==> src/rtl/sent_pkg.sv <==
// Shared encodings, limits and the frame legality check
// for the SENT parameter-frame parser.
package sent_pkg;

   typedef enum logic [1:0] {
      PAUSE_NONE  = 2'd0,
      PAUSE_FIXED = 2'd1,
      PAUSE_VAR   = 2'd2,
      PAUSE_RSVD  = 2'd3
   } pause_mode_e;

   typedef enum logic {
      CRC_LEGACY      = 1'b0,
      CRC_RECOMMENDED = 1'b1
   } crc_mode_e;

   typedef enum logic [1:0] {
      IDLE,
      W1,
      W2,
      DROP
   } parse_state_e;

   localparam logic [7:0]  CTICK_MIN   = 8'd3;
   localparam logic [7:0]  CTICK_MAX   = 8'd90;
   localparam logic [7:0]  LTICK_MIN   = 8'd4;
   localparam logic [15:0] PAUSE_MIN   = 16'd12;
   localparam logic [15:0] PAUSE_MAX   = 16'd768;
   localparam int          FRAME_WORDS = 3;

   function automatic logic frame_ok(
      input logic [7:0]  ch,
      input logic [7:0]  num,
      input logic [7:0]  ctick,
      input logic [7:0]  ltick,
      input logic [1:0]  pmode,
      input logic [15:0] plen
   );
      logic pause_ok;
      pause_ok = (pmode == PAUSE_NONE) ||
                 ((plen >= PAUSE_MIN) && (plen <= PAUSE_MAX));
      return (ch < num) &&
             (ctick >= CTICK_MIN) && (ctick <= CTICK_MAX) &&
             (ltick >= LTICK_MIN) &&
             (pmode != PAUSE_RSVD) && pause_ok;
   endfunction

endpackage

==> src/rtl/sent_param_parser.sv <==
// Parses 3-word SENT parameter frames from a UDP word stream
// into per-channel configuration writes.
module sent_param_parser
   import sent_pkg::*;
#(
   parameter int          SENT_NUM      = 5,
   parameter logic [15:0] ID_SENT_PARAM = 16'd2,
   parameter int          CLK_FREQ      = 100000000
) (
   input  logic                clk,
   input  logic                rst_n,
   input  logic [31:0]         rx_axis_udp_tdata,
   input  logic                rx_axis_udp_tvalid,
   input  logic                rx_axis_udp_tlast,
   output logic [SENT_NUM-1:0] cfg_wr,
   output logic [13:0]         cfg_ctick_clk,
   output logic [7:0]          cfg_ltick_len,
   output logic [1:0]          cfg_pause_mode,
   output logic [9:0]          cfg_pause_len,
   output logic                cfg_crc_mode,
   output logic                frame_err,
   output logic [15:0]         err_cnt
);

   localparam int MHZ = CLK_FREQ / 1000000;

   parse_state_e state;
   logic [7:0]   ch_q;
   logic [7:0]   ctick_q;
   logic [7:0]   ltick_q;
   logic [1:0]   pmode_q;
   logic [7:0]   plen_hi_q;
   logic [15:0]  plen;
   logic         last;
   logic         id_hit;
   logic         ok;
   logic         rej;
   logic         acc;

   assign last   = rx_axis_udp_tlast;
   assign id_hit = rx_axis_udp_tdata[31:16] == ID_SENT_PARAM;
   assign plen   = {plen_hi_q, rx_axis_udp_tdata[31:24]};
   assign ok     = frame_ok(ch_q, 8'(SENT_NUM), ctick_q,
                            ltick_q, pmode_q, plen);

   always_comb begin
      rej = 1'b0;
      acc = 1'b0;
      if (rx_axis_udp_tvalid) begin
         unique case (state)
            IDLE:    rej = id_hit && last;
            W1:      rej = last;
            W2: begin
               rej = !last || !ok;
               acc = last && ok;
            end
            default: rej = 1'b0;
         endcase
      end
   end

   always_ff @(posedge clk or negedge rst_n) begin
      if (!rst_n) begin
         state     <= IDLE;
         ch_q      <= '0;
         ctick_q   <= '0;
         ltick_q   <= '0;
         pmode_q   <= '0;
         plen_hi_q <= '0;
      end else if (rx_axis_udp_tvalid) begin
         unique case (state)
            IDLE: begin
               ch_q <= rx_axis_udp_tdata[15:8];
               if (id_hit && !last)
                  state <= W1;
               else if (!id_hit && !last)
                  state <= DROP;
            end
            W1: begin
               if (last) begin
                  state <= IDLE;
               end else begin
                  ctick_q   <= rx_axis_udp_tdata[31:24];
                  ltick_q   <= rx_axis_udp_tdata[23:16];
                  pmode_q   <= rx_axis_udp_tdata[9:8];
                  plen_hi_q <= rx_axis_udp_tdata[7:0];
                  state     <= W2;
               end
            end
            W2:      state <= last ? IDLE : DROP;
            DROP:    if (last) state <= IDLE;
            default: state <= IDLE;
         endcase
      end
   end

   // ctick scaling is a constant multiply; MHZ folds at elaboration
   always_ff @(posedge clk or negedge rst_n) begin
      if (!rst_n) begin
         cfg_wr         <= '0;
         cfg_ctick_clk  <= '0;
         cfg_ltick_len  <= '0;
         cfg_pause_mode <= '0;
         cfg_pause_len  <= '0;
         cfg_crc_mode   <= 1'b0;
         frame_err      <= 1'b0;
         err_cnt        <= '0;
      end else begin
         cfg_wr    <= '0;
         frame_err <= rej;
         if (rej && (err_cnt != 16'hFFFF))
            err_cnt <= err_cnt + 16'd1;
         if (acc) begin
            cfg_wr         <= SENT_NUM'(1) << ch_q;
            cfg_ctick_clk  <= 14'(ctick_q * MHZ);
            cfg_ltick_len  <= ltick_q;
            cfg_pause_mode <= pmode_q;
            cfg_pause_len  <= plen[9:0];
            cfg_crc_mode   <= rx_axis_udp_tdata[16];
         end
      end
   end

endmodule

==> config.mk <==
export PLATFORM = sky130hd
export DESIGN_NAME = sent_param_parser
export DESIGN_NICKNAME = d
export VERILOG_FILES = /design/src/rtl/sent_pkg.sv /design/src/rtl/sent_param_parser.sv
export SDC_FILE = /design/constraint.sdc
export NUM_CORES = 1
export LEC_CHECK = 0
export BUFFER_PORTS_ARGS = -buffer_cell sky130_fd_sc_hd__buf_2
export CAP_MARGIN = 10
export CORE_MARGIN = 4
export CORE_UTILIZATION = 50
export DETAILED_ROUTE_END_ITERATION = 7
export PLACE_DENSITY = 0.78
export SYNTH_ARGS = -nofsm -noshare
export SYNTH_HDL_FRONTEND = slang
export SYNTH_SLANG_ARGS = --single-unit
==> constraint.sdc <==
create_clock -name clk -period 6.5 [get_ports clk]
set_clock_uncertainty 0.05 [all_clocks]
set_input_delay 0.325 -clock clk [delete_from_list [all_inputs] [get_ports clk]]
set_output_delay 0.325 -clock clk [all_outputs]
set_load 0.02 [all_outputs]
==> summary.txt, run 1 <==
Run status
  • Outcome: finished, final reports clean

Floorplanning
  • Io pins: 93
  • Core Area: 8848 µm²
  • Die H: 104.0 µm
  • Die W: 104.0 µm
  • Die area: 10810 µm²
  • # rows: 34
  • Starting Density: 52.06%

Place
  • Placed cell count: 566
  • Post-DP HPWL: 6811 µm
  • Final Wtd Congestion: 0.8038
  • Worst slack, placed: 3.324 ns
  • Port Buf Inserts: 90
  • Placement Cell Area: 5136 µm²

Synthesis
  • Mapped cell area: 4607 µm²
  • Sequential area share after synthesis: 49.43%
  • Largest family of logic cells by synthesized area: multiplexers
  • Post-Synth Adder-Cell Area: 11.08%
  • Post-Syn Instances: 376
  • EDFF count, synth: 0
  • Syn Area/Cell: 12.25 µm²
  • Post-synth top cells: dfrtp_1, mux2_2, ha_1, nand2_1, o21ai_0
  • Synth area leaders: dfrtp_1, mux2_2, ha_1
  • FF+latch count, synth: 91
  • Async S/R FF share, synth: 100.0%
  • Cell taking the most area after synthesis: dfrtp_1
  • Synth warnings: 0
  • Simple-Gate Fraction of Synth Area: 10.56%
  • Post-synthesis xor/xnor area fraction: 3.992%
  • Top FF cell, synth: dfrtp_1
  • Unique masters post-synth: 53
  • Synth Area in Compound Gates: 7.985%
  • Multiplexer share of the synthesized area: 13.44%
  • Post-synth top area share: 49.43%
  • Most frequent cell after synthesis: dfrtp_1

Layout
  • Area Overhead vs Synth: 15.94%
  • Fin cells: 583
  • Final core occ: 60.36%
  • Design area: 5341 µm²
  • Layout cell share with drive strength beyond 1: 36.00%
  • Fin nets: 545
  • # diodes: 0

Worst setup path
  • Max stage delay on crit path: 0.50 ns
  • Crit Path Class: flop to flop
  • Worst endpoint required time: 6.67 ns
  • Reg2Reg Depth: 12
  • CP Launch Type: flop
  • Arr. time, crit path: 3.32 ns
  • CP Max Fanout: 4
  • Worst path cell trace: inv_1, ha_1, ha_1, inv_1, fa_1, inv_1, ha_1, nor2b_1, o31a_1, o41ai_1, xnor2_1, o21ai_0
  • Worst Setup End Kind: flop
  • Slowest cell on the critical path: fa_1

Drt
  • Drt first pass iters: 4
  • WL final: 9121 µm
  • Via density: 5.393
  • Remaining antenna violation count after routing: 0
  • First-iteration detailed-routing DRC count: 91
  • DRC: 0
  • Detailed-route via count: 3144
  • Drt wl/cell: 15.64 µm

GRT
  • Largest net degree at the start of global routing: 54
  • First-pass GRT wire length: 15610 µm
  • Overflow after GRT: 0
  • Number of global-route vias before repair: 3289
  • Gr usage total: 17.60%
  • Initial antenna violation count: 0

STA
  • Final Worst Setup Slack: 3.349 ns
  • Max-slew violation count: 0
  • Final hold violation count: 0
  • FMAX: 317.3 MHz
  • Post-Route Setup TNS: 0 ns
  • Crit path time final: 3.151 ns
  • Worst Tran Pin Value: 1.146 ns
  • Hold_ws: 0.1475 ns
  • Endpoints failing setup: 0
  • Slew headroom: 23.29%
  • Unrepaired setup endpoints after global routing: false
  • Period utilisation layout: 48.48%

Pwr
  • Max IR drop VDD: 0.1687 mV
  • Total power draw: 1.875 mW
  • Leak pwr: 2.713 nW
  • PwrDens: 351.0 nW/µm²

CTS
  • Total CTS buffers: 9
  • Clock Latency Late Sink: 0.35 ns
  • Clock transition at path regs: 0.09 ns
  • Clock Path Buffers: 2
  • Post-CTS Setup Bufs: 0
  • CTS H-tree depth: 3
  • CTS tree: yes
  • CTS Root Cell: clkbuf_8
  • Clk sinks: 91

Min path
  • Hold depth: 2
  • Worst hold path class: input port to flop

Job
  • Max cap viols: 0
per-layer routing:
| layer | vias to the layer above | global-route usage [%] | share of wire, % |
|---|---|---|---|
| met5 | - | 0 | 0 |
| met4 | 0 | 6.553 | 1.5 |
| met3 | 12 | 4.097 | 5.6 |
| met2 | 85 | 27.86 | 46 |
| met1 | 1528 | 23.66 | 47 |
| li1 | 1519 | - | - |
cells by family (layout without fill, tap and decap cells):
logic type / after synthesis / in the layout
DFF: 91 / 91
and+or+nand+nor: 89 / 89
muxes: 55 / 55
AOI/OAI and AO/OA: 49 / 49
adders and majority gates: 39 / 39
buffers and inverters: 31 / 129
xor gates and xnor gates: 21 / 21
other: 1 / 2
state kept, by name (all words and copies together) (netlist names), 2 cells and up:
register / count
pmode_q: 2
cfg_ctick_clk: 12
ctick_q: 8
err_cnt: 16
state: 2
ch_q: 8
cfg_pause_len: 10
ltick_q: 8
cfg_wr: 5
cfg_pause_mode: 2
cfg_ltick_len: 8
plen_hi_q: 8
placed cells by master (no fill, tap or decap), types with 2 or more instances in the layout:
cell,instances
or4_1,3
buf_4,3
o211ai_1,2
inv_1,20
clkinvlp_4,2
and3_1,5
nor2_1,15
buf_2,89
xnor2_1,17
conb_1,2
nand3_1,5
and3b_1,2
nor4b_1,3
mux2_1,3
mux2_2,52
nor4_1,4
xor2_1,4
fa_1,3
dfrtp_1,91
nor2b_1,2
nand4_1,3
clkbuf_1,2
nor3_1,8
ha_1,36
o21ai_0,22
o2111ai_1,6
nand2_1,28
a21oi_1,5
clkbuf_8,10
critical path, delay by kind of cell (launching register included):
kind	cells	cell delay [ns]
AO/OA/AOI/OAI	3	0.66
adder cells (fa/ha/maj)	4	1.42
buffers and inverters	3	0.19
AND/OR/NAND/NOR	1	0.17
flip-flops	1	0.39
XOR/XNOR	1	0.16
where the power goes:
part	internal, mW	switching (mW)	leakage, nW
combinational	0.348	0.392	1.43
clock	0.188	0.193	0.0926
sequential	0.661	0.0929	1.19
total	1.20	0.678	2.71
final timing paths:
kind,slack (ns),from,endpoint
min in group asynchronous,0.42,rst_n,cfg_ctick_clk[10]
min,0.15,rx_axis_udp_tdata[12],ch_q[4]
max,3.35,ctick_q[2],cfg_ctick_clk[13]
min reg2reg,0.43,cfg_ctick_clk[11],cfg_ctick_clk[11]
max in group asynchronous,4.93,rst_n,pmode_q[0]
max reg2reg,3.35,ctick_q[2],cfg_ctick_clk[13]
timing repair:
action / in CTS / in global routing
hold buffers: 1 / 0
resized for setup: 0 / 0
endpoints found under the setup margin: 0 / 0
endpoints found under the hold margin: 38 / 0
cell type report:
type                       count  area (µm²)
timing repair buffer          93       478.0
fill                         763        3507
clock buffer                  12       145.1
clock inverter                 4       50.05
inverter                      20       75.07
sequential                    91        2277
tap                          108       135.1
multi-input combinational    255        2181
Note: power is estimated with default switching activity, not from simulation.
==> run 2: changes to the inputs <==
==> constraint.sdc (replaced) <==
create_clock -name clk -period 3.3 [get_ports clk]
set_clock_uncertainty 0.05 [all_clocks]
set_input_delay 0.165 -clock clk [delete_from_list [all_inputs] [get_ports clk]]
set_output_delay 0.165 -clock clk [all_outputs]
set_load 0.02 [all_outputs]
==> summary.txt, run 2 (synthesized netlist as in run 1, its figures left out) <==
Worst setup path
  • R2R setup slack: 0.20 ns (-3.15 ns)
  • Critical R2R Launch: ctick_q[2]
  • Slowest cell on the critical path: fa_1
  • Reg2Reg Depth: 12 (unchanged)
  • Crit Path Class: flop to flop
  • CP Max Fanout: 4 (unchanged)
  • Arr. time, crit path: 3.28 ns (-0.04 ns)
  • Worst endpoint required time: 3.48 ns (-3.19 ns)
  • Worst Setup End Kind: flop
  • CP Launch Type: flop
  • Max stage delay on crit path: 0.49 ns (about the same)
  • Worst path cell trace: inv_1, ha_1, ha_1, inv_1, fa_1, inv_1, ha_1, nor2b_1, o31a_1, o41ai_2, xnor2_1, o21ai_0
  • FF-to-FF End: cfg_ctick_clk[13]

Pwr
  • Max IR drop VDD: 0.3433 mV (+100%)
  • PwrDens: 666.4 nW/µm² (+90%)
  • Leak pwr: 2.803 nW (+3.3%)

Place
  • Placement Cell Area: 5159 µm² (+0.44%)
  • Final Wtd Congestion: 0.8634 (+7.4%)
  • Port Buf Inserts: 90 (unchanged)
  • Post-DP HPWL: 6643 µm (-2.5%)

CTS
  • Total CTS buffers: 9 (unchanged)
  • CTS Root Cell: clkbuf_8
  • Clock Path Buffers: 2 (unchanged)
  • Post-CTS Setup Bufs: 0 (unchanged)
  • Clk sinks: 91 (unchanged)
  • CTS tree: yes
  • Clock Latency Late Sink: 0.35 ns (about the same)
  • CTS H-tree depth: 3 (unchanged)
  • Clock transition at path regs: 0.09 ns (about the same)

GRT
  • Met2 Usage GRT: 28.18% (+0.32 points)
  • First-pass GRT wire length: 16150 µm (+3.5%)
  • Number of global-route vias before repair: 3421 (+4.0%)
  • GRT Max-Usage Layer: met2
  • Met3 Use GR: 3.476% (-0.62 points)
  • Global routing usage on met1: 25.20% (+1.5 points)
  • Gr usage total: 17.90% (+0.30 points)
  • Initial antenna violation count: 0 (unchanged)
  • Overflow after GRT: 0 (unchanged)
  • Largest net degree at the start of global routing: 92 (+70%)

STA
  • Crit path time final: 3.097 ns (-0.05436 ns)
  • Max-slew violation count: 0 (unchanged)
  • Final hold violation count: 0 (unchanged)
  • Slew headroom: 52.92% (+30 points)
  • Worst Tran Pin Value: 0.6997 ns (-0.4460 ns)
  • Period utilisation layout: 93.85% (+45 points)
  • Endpoints failing setup: 0 (unchanged)
  • Post-Route Setup TNS: 0 ns (unchanged)
  • FMAX: 322.9 MHz (+1.8%)
  • Unrepaired setup endpoints after global routing: false

Floorplanning
  • Starting Density: 52.06% (unchanged)
  • Io pins: 93 (unchanged)
  • Die H: 104.0 µm (unchanged)
  • Core Area: 8848 µm² (unchanged)
  • Die W: 104.0 µm (unchanged)
  • Die area: 10810 µm² (unchanged)
  • # rows: 34 (unchanged)

Layout
  • Area Overhead vs Synth: 20.10%
  • Layout cell share with drive strength beyond 1: 36.11% (+0.11 points)
  • # diodes: 0 (unchanged)
  • Fin nets: 563 (+3.3%)
  • Design area: 5533 µm² (+3.6%)
  • Top flop regs: err_cnt: 16 flops, cfg_ctick_clk: 12 flops, cfg_pause_len: 10 flops
  • Reg with most FFs: err_cnt
  • Largest register FFs: 16 (unchanged)
  • Commonest cells after routing, fill and taps aside: dfrtp_1, buf_2, mux2_2
  • Commonest non-fill, non-tap cell in the layout: dfrtp_1

Drt
  • Drt wl/cell: 15.14 µm (-3.2%)
  • Drt first pass iters: 5 (+1)
  • First-iteration detailed-routing DRC count: 115 (+26%)
  • Detailed-route via count: 3207 (+2.0%)
  • DRC: 0 (unchanged)
  • WL final: 9100 µm (-0.23%)
  • Remaining antenna violation count after routing: 0 (unchanged)
  • Via density: 5.336 (-1.1%)

Min path
  • Hold depth: 2 (unchanged)
  • Worst hold path class: input port to flop
  • Hold Path End: plen_hi_q[6]
  • HP Start: rx_axis_udp_tdata[6]

Job
  • Max cap viols: 0 (unchanged)

Run status
  • Outcome: finished, final reports clean
[run 2: changes by cell type in the layout (fill, tap and decap cells not counted), sizes merged]
cell and delta:
bufinv -1, buf +4, dlygate4sd3 +14, clkinv +2, clkbuf -1
[run 2: final cells by class]
cell class,instances,area [µm²]
clock buffer,11,151.4
clock inverter,5,37.54
fill,708,3316
inverter,20,75.07
multi-input combinational,255,2188
sequential,91,2277
tap,108,135.1
timing repair buffer,111,668.1
[run 2: power breakdown]
| group | switching, mW | total, mW | internal [mW] |
|---|---|---|---|
| clock network | 0.387 | 0.703 | 0.316 |
| registers | 0.181 | 1.48 | 1.30 |
| logic | 0.788 | 1.50 | 0.713 |
| total | 1.36 | 3.69 | 2.33 |
[run 2: metal layers]
layer,vias up,share of wire (%),wire (µm)
li1,1555,-,-
met1,1559,48,4323
met2,82,46,4170
met3,11,5.4,489
met4,0,1.3,116
met5,-,0,0
[run 2: metrics by stage]
stage | hold slack (ns) | worst slack (ns) | cells | total power, mW | util (%)
final | 0.01217 | 0.2031 | 601 | 3.687 | 62.53
after global routing | 0.007897 | 0.01366 | 601 | 4.022 | 62.53
after CTS | 0.002464 | 0.1179 | 599 | 3.706 | 62.02
after detailed placement | 0.3524 | 0.1154 | 569 | 2.959 | 58.30
after global placement | 0.3442 | 0.2546 | 569 | 2.914 | 58.30
after floorplan | -0.1806 | 0.3687 | 377 | 2.592 | -
[run 2: what timing repair did]
action | in CTS | in global routing
endpoints found under the setup margin | 0 | 1
gates resized for setup | 0 | 1
hold buffers | 14 | 1
hold endpoints to repair | 14 | 20
[run 2: how the worst max path moves through the flow]
| stage | start | to | slack (ns) |
|---|---|---|---|
| 6_report | ctick_q[2] | cfg_ctick_clk[13] | 0.20 |
| 5_1_grt | ctick_q[2] | cfg_ctick_clk[13] | 0.01 |
| 4_1_cts | ctick_q[2] | cfg_ctick_clk[13] | 0.12 |
| 3_5_place_dp | ctick_q[3] | cfg_ctick_clk[13] | 0.12 |
| 3_3_place_gp | ctick_q[3] | cfg_ctick_clk[13] | 0.25 |
| 2_1_floorplan | ctick_q[3] | cfg_ctick_clk[13] | 0.37 |
[run 2: critical path: cells and delay by family (launching register included)]
family	cells	cell delay [ns]
adder cells (fa/ha/maj)	4	1.40
buffers and inverters	3	0.19
XOR/XNOR	1	0.16
flip-flops	1	0.40
AND/OR/NAND/NOR	1	0.16
AO/OA/AOI/OAI	3	0.62
